--- src/rtl/counter_sweep_ctrl.sv ---
// Sweep sequencer for a 4-bit load/up-down counter: runs (reps+1) passes between
// origin and target, optionally bouncing direction, with done/aborted pulses.
module counter_sweep_ctrl #(
    parameter int unsigned WIDTH  = 4,
    parameter int unsigned REPS_W = 4
) (
    input  logic              clk,
    input  logic              reset,
    input  logic              cmd_valid,
    output logic              cmd_ready,
    input  logic [WIDTH-1:0]  cmd_start,
    input  logic [WIDTH-1:0]  cmd_end,
    input  logic [REPS_W-1:0] cmd_reps,
    input  logic              cmd_bounce,
    input  logic              abort,
    input  logic [WIDTH-1:0]  cnt_q,
    output logic              cnt_load,
    output logic [WIDTH-1:0]  cnt_jump,
    output logic              cnt_up_down,
    output logic              cnt_enable,
    output logic              busy,
    output logic              done,
    output logic              aborted,
    output logic [REPS_W-1:0] pass_idx
);

    typedef enum logic [2:0] {StIdle, StLoad, StRun, StDone, StAbrt} state_e;

    state_e            state_q;
    logic [WIDTH-1:0]  origin_q;
    logic [WIDTH-1:0]  target_q;
    logic [REPS_W-1:0] reps_q;
    logic [REPS_W-1:0] pass_idx_q;
    logic              bounce_q;

    logic dir;
    logic at_target;

    // Counting toward the target in this direction can never wrap the counter.
    assign dir       = (target_q >= origin_q);
    assign at_target = (cnt_q == target_q);

    always_ff @(posedge clk) begin
        if (reset) begin
            state_q    <= StIdle;
            origin_q   <= '0;
            target_q   <= '0;
            reps_q     <= '0;
            pass_idx_q <= '0;
            bounce_q   <= 1'b0;
        end else begin
            case (state_q)
                StIdle: begin
                    if (cmd_valid) begin
                        origin_q   <= cmd_start;
                        target_q   <= cmd_end;
                        reps_q     <= cmd_reps;
                        bounce_q   <= cmd_bounce;
                        pass_idx_q <= '0;
                        state_q    <= StLoad;
                    end
                end
                StLoad: begin
                    state_q <= abort ? StAbrt : StRun;
                end
                StRun: begin
                    if (abort) begin
                        state_q <= StAbrt;
                    end else if (at_target) begin
                        if (pass_idx_q == reps_q) begin
                            state_q <= StDone;
                        end else begin
                            pass_idx_q <= pass_idx_q + 1'b1;
                            state_q    <= StLoad;
                            if (bounce_q) begin
                                origin_q <= target_q;
                                target_q <= origin_q;
                            end
                        end
                    end
                end
                StDone, StAbrt: begin
                    state_q <= StIdle;
                end
                default: begin
                    state_q <= StIdle;
                end
            endcase
        end
    end

    always_comb begin
        cmd_ready   = (state_q == StIdle);
        busy        = (state_q == StLoad) || (state_q == StRun);
        done        = (state_q == StDone);
        aborted     = (state_q == StAbrt);
        cnt_load    = (state_q == StLoad) && !abort;
        cnt_jump    = (state_q == StLoad) ? origin_q : '0;
        cnt_up_down = busy ? dir : 1'b0;
        // Abort gates the counter in the same cycle it is raised.
        cnt_enable  = !abort && ((state_q == StLoad) || ((state_q == StRun) && !at_target));
        pass_idx    = pass_idx_q;
    end

endmodule

--- config.mk ---
export PLATFORM = sky130hd
export DESIGN_NAME = counter_sweep_ctrl
export DESIGN_NICKNAME = d
export VERILOG_FILES = /design/src/rtl/counter_sweep_ctrl.sv
export SDC_FILE = /design/constraint.sdc
export NUM_CORES = 1
export LEC_CHECK = 0
export CAP_MARGIN = 40
export CORE_UTILIZATION = 25
export DETAILED_ROUTE_END_ITERATION = 10
export GPL_ROUTABILITY_DRIVEN = 0
export GPL_TIMING_DRIVEN = 0
export REMOVE_ABC_BUFFERS = 1
export SETUP_SLACK_MARGIN = 0.5
export SYNTH_ARGS = -nofsm -noshare
export SYNTH_HDL_FRONTEND = slang
export SYNTH_SLANG_ARGS = --single-unit
--- constraint.sdc ---
create_clock -name clk -period 1.85 [get_ports clk]
set_clock_uncertainty 0.1 [all_clocks]
set_input_delay 0.185 -clock clk [delete_from_list [all_inputs] [get_ports clk]]
set_output_delay 0.185 -clock clk [all_outputs]
set_load 0.01 [all_outputs]
Word level (Yosys, flattened, before mapping) --
Index checks and enable logic that the tools add are counted.
Cells by class: add/sub/neg operators 1, magnitude comparators 1, equal/unequal tests 12, multiplexer cells 25, reduce and logical (&&, ||, !) cells 13
Operator list (number):
- 4-bit 2-to-1 mux | 15
- 4-bit case mux with 2 select lines | 3
- 3-bit 2-to-1 mux | 4
- 2-bit != test, second input constant | 5
- 3-bit case mux with 3 select lines | 1
- 4-bit equality test | 2
- 3-bit by 2-bit equality test with 1-bit output, second input constant | 2
- 6-bit AND reduction | 1
- 5-bit AND reduction | 1
- 4-bit by 1-bit adder with 4-bit output, second input constant | 1
- 4-bit greater-or-equal comparator | 1
- 2-bit AND reduction | 2
- 3-bit by 1-bit equality test with 1-bit output, second input constant | 1
- 3-bit equality test, second input constant | 1
- 1-bit logical AND | 3
- 3-bit logical NOT | 1
- 3-bit != test, second input constant | 1
- 1-bit logical NOT | 2
- 1-bit logical OR | 2
- 2-bit 2-to-1 mux | 1
- 2-bit nonzero test | 1
- 1-bit 2-to-1 mux | 1
Word-level totals: bits in registers 20, output and inout port bits 15, word-level logic and storage cells 58

Longest topological paths before layout --
word-level depth 5, depth in mapped cells 7, mapped depth without buffers 7

Worst setup path before layout --
No wires, ideal clock.
path kind flip-flop to flip-flop, from register pass_idx_q[3] (netlist: pass_idx[3]), to register pass_idx_q[1] (netlist: pass_idx[1]), setup time 0.068 ns, arrival time 1.488 ns, data required time 1.682 ns, setup slack 0.194 ns, cell stages (with the launch flop) 7, clock period less this slack 1.656 ns, path through dfxtp_1 -> xor2_1 -> nor4_2 -> or2_1 -> buf_6 -> mux2_4 -> a21oi_2
On the way: longest elaborated chain between the ends 3
Ends and longest elaborated chain:
- from (decl) | RTL line 33 | logic [REPS_W-1:0] pass_idx_q;
- from (signal assigned) | RTL line 73 | pass_idx_q <= pass_idx_q + 1'b1;
- 4-bit equality test | RTL line 70 | if (pass_idx_q == reps_q) begin
- 2-bit != test (no line)
- 5-bit AND reduction (no line)
Every way passes these cells. A chain may end at the register's enable or synchronous reset.

Final worst setup path --
from register target_q[0], to output cnt_up_down
On the way: longest elaborated chain between the ends 2
Ends and longest elaborated chain:
- from (decl) | RTL line 31 | logic [WIDTH-1:0] target_q;
- from (signal assigned) | RTL line 56 | target_q <= cmd_end;
- from (signal assigned) | RTL line 77 | target_q <= origin_q;
- 4-bit greater-or-equal comparator | RTL line 40 | assign dir = (target_q >= origin_q);
- 1-bit 2-to-1 mux | RTL line 99 | cnt_up_down = busy ? dir : 1'b0;
- to (decl) | RTL line 19 | output logic cnt_up_down,
Every way passes these cells.

==> qor.yml <==
logic_synthesis:
  synth_area_um2: 1260
  synthFlopType: "dfxtp_1"
  synth-seq-cells: 20
  syn_inst: 144
  postSynth.asyncResetShare_pct: 0
  synth_cell_type_count: 39
  synth-seq-area-share_pct: 31.8
  avgSynthCellArea_um2: 8.73
  synth.yosys.warnings: 0
  synth_edf_count: 0
detailed_routing:
  drt-vias-per-instance: 4.86
  wire_per_inst_um: 13.8
  drt-initial-drc-count: 62
  drc: 0
  dr.pass1.iters: 4
  wl_um: 3780
  ant_nets: 0
  vias: 1336
clock_network:
  holdBufCountCts: 0
  cts_tree: "done"
  clock_sinks: 20
  clock_latency_ns: 0.26
  cts_buffers: 3
  h-tree-depth: 1
  cts-root-buf: "clkbuf_8"
  cts.clk_slew.worst_paths_ns: 0.08
  cts_max_path_buffers: 2
layout:
  post-route-cell-area_um2: 2320
  fin_nets: 235
  antennaDiodeCount: 0
  drive_gt1_share_pct: 52.4
  area_growth_pct: 84.6
  instances_no_fill: 275
sta:
  slew_headroom_pct: 64.1
  max_slew.worst_pin.slew_ns: 0.537
  final-hold-violation-count: 0
  setup_violations: 2
  final.min_clock_period_ns: 1.87
  post-route-period-util_pct: 101
  fin_ws_ns: -0.0173
  max_freq_mhz: 536
  slew_viol_final: 0
  rsz0062_at_grt: "yes"
global_route:
  grt_pass1_wl_um: 5630
  grt-ovfl-total: 0
  track_usage_pct: 13.5
  antenna_found_initial: 0
  grt_max_degree: 25
  grt_pass1_vias: 1219
setup_path:
  critPathRequiredTime_ns: 1.56
  criticalPathCategory: "flip-flop to primary output"
  reg2reg_depth: 8
  cp.arrival_ns: 1.58
  cp-startpoint: "target_q[0]"
  endpoint_kind: "primary output"
  crit_fanout: 2
  cp-start-kind: "flip-flop"
  reg2reg_from: "target_q[0]"
power:
  leakage_nw: 0.945
  p_per_area_nw_per_um2: 661
  vdd_drop_max_v: 0.000330
hold_path:
  hold_class: "primary input to flip-flop"
  min_path_cells: 2
  worstHoldStart: "abort"
floorplanning:
  ios: 36
  initial_core_util_pct: 26.3
  core_area_um2: 4790
  die_h_um: 72.9
  die_width_um: 72.9
  dieArea_um2: 5320
  placementRows: 25
run_status:
  violations: "negative setup slack"
  status: "finished, violations left"
placed_design:
  dp_cells: 240
  dpl-instance-area_um2: 1670
  dp_hpwl_um: 2200
  place.port_buffers: 35
run:
  maxCapViolations: 0
-- registers in the layout, summed over array words and instances, names as in the netlist --
register	cells
bounce_q	1
target_q	4
pass_idx	4
reps_q	4
origin_q	4
state_q	3
-- through the flow --
stage / utilization (%) / hold slack [ns] / setup TNS [ns] / power [mW] / setup WS [ns]
finish: 48.5 / 0.346 / -0.0213 / 1.53 / -0.0173
global route: 48.5 / 0.372 / -1.15 / 1.61 / -0.123
CTS: 44.2 / 0.249 / -0.0361 / 1.47 / -0.0361
detailed placement: 34.9 / 0.377 / -5.79 / 0.873 / -0.419
global placement: 34.2 / 0.369 / -10.74 / 0.862 / -0.817
floorplan: - / 0.147 / -0.495 / 0.718 / -0.0639
-- layout by cell type (no fill, tap or decap), types with 6 or more instances in the layout --
| master | netlist | final |
|---|---|---|
| clkdlybuf4s50_1 | 0 | 19 |
| nand2_1 | 8 | 8 |
| buf_4 | 1 | 14 |
| dfxtp_2 | 0 | 9 |
| buf_6 | 2 | 20 |
| dfxtp_1 | 20 | 6 |
| mux2i_1 | 8 | 8 |
| a21oi_2 | 2 | 12 |
| o21ai_0 | 10 | 9 |
-- path summary, 6_finish.rpt --
| kind | endpoint | slack [ns] |
|---|---|---|
| setup / recovery | cnt_up_down | -0.02 |
| hold / removal | state_q[1] | 0.35 |
| setup reg to reg | pass_idx[1] | 0 |
| hold reg to reg | reps_q[1] | 0.40 |
-- power breakdown --
part           internal [mW]  switching, mW  leakage, nW
logic                  0.322          0.254        0.738
registers              0.469         0.0432        0.171
clock network          0.289          0.156       0.0357
-- critical path: stages (launching register included) --
cell	delay (ns)
dfxtp_2	0.35
inv_2	0.04
ha_4	0.20
nand2b_4	0.12
a21o_1	0.15
a21o_1	0.15
a21oi_2	0.12
nor2_2	0.05
buf_2	0.13
-- cell families after synthesis --
family	Yosys count	synth area share, %
compound gates	45	23.6
xor+xnor	9	6.87
fa+ha+maj	5	4.98
buf+inv	15	6.27
flops	20	31.8
mux	9	7.56
simple gates	41	18.9
-- synth_stat cells (all sizes together) (2+ instances only) --
library cell   n  area (µm²)
dfxtp         20         400
a21oi         16        87.6
o21ai         11        58.8
a311oi         8        76.3
mux2i          8        80.1
nand2          8        30.0
nor2           7        33.8
buf            6        45.0
inv            6        22.5
ha             5        62.6
xor2           5        43.8
a31oi          4        25.0
and2           4        25.0
nor4           4        31.3
xnor2          4        42.6
clkbuf         3        11.3
nand2b         3        18.8
nor3b          3        22.5
o22a           3        26.3
a21o           2        15.0
nand3          2        10.0
nor2b          2        12.5
nor3           2        10.0
or2            2        12.5
-- routing by layer --
layer  global-route usage (%)  routed length, µm
met3                     1.93                110
met1                     18.0               1770
met4                     3.92                 40
met5                        0                  0
met2                     22.7               1860
-- final cells by class --
cell class | count | area [µm²]
clock inverter | 1 | 30.0
tap | 67 | 83.8
timing repair buffer | 69 | 704
sequential | 20 | 430
clock buffer | 3 | 41.3
inverter | 6 | 22.5
fill | 444 | 2460
multi-input combinational | 109 | 1010
-- repair_timing --
action | CTS | global route
resized for setup | 111 | 26
setup buffers | 21 | 9
endpoints found under the setup margin | 34 | 29
pin swaps | 18 | 26
gates cloned | 0 | 1
Note: power is estimated with default switching activity, not from simulation.
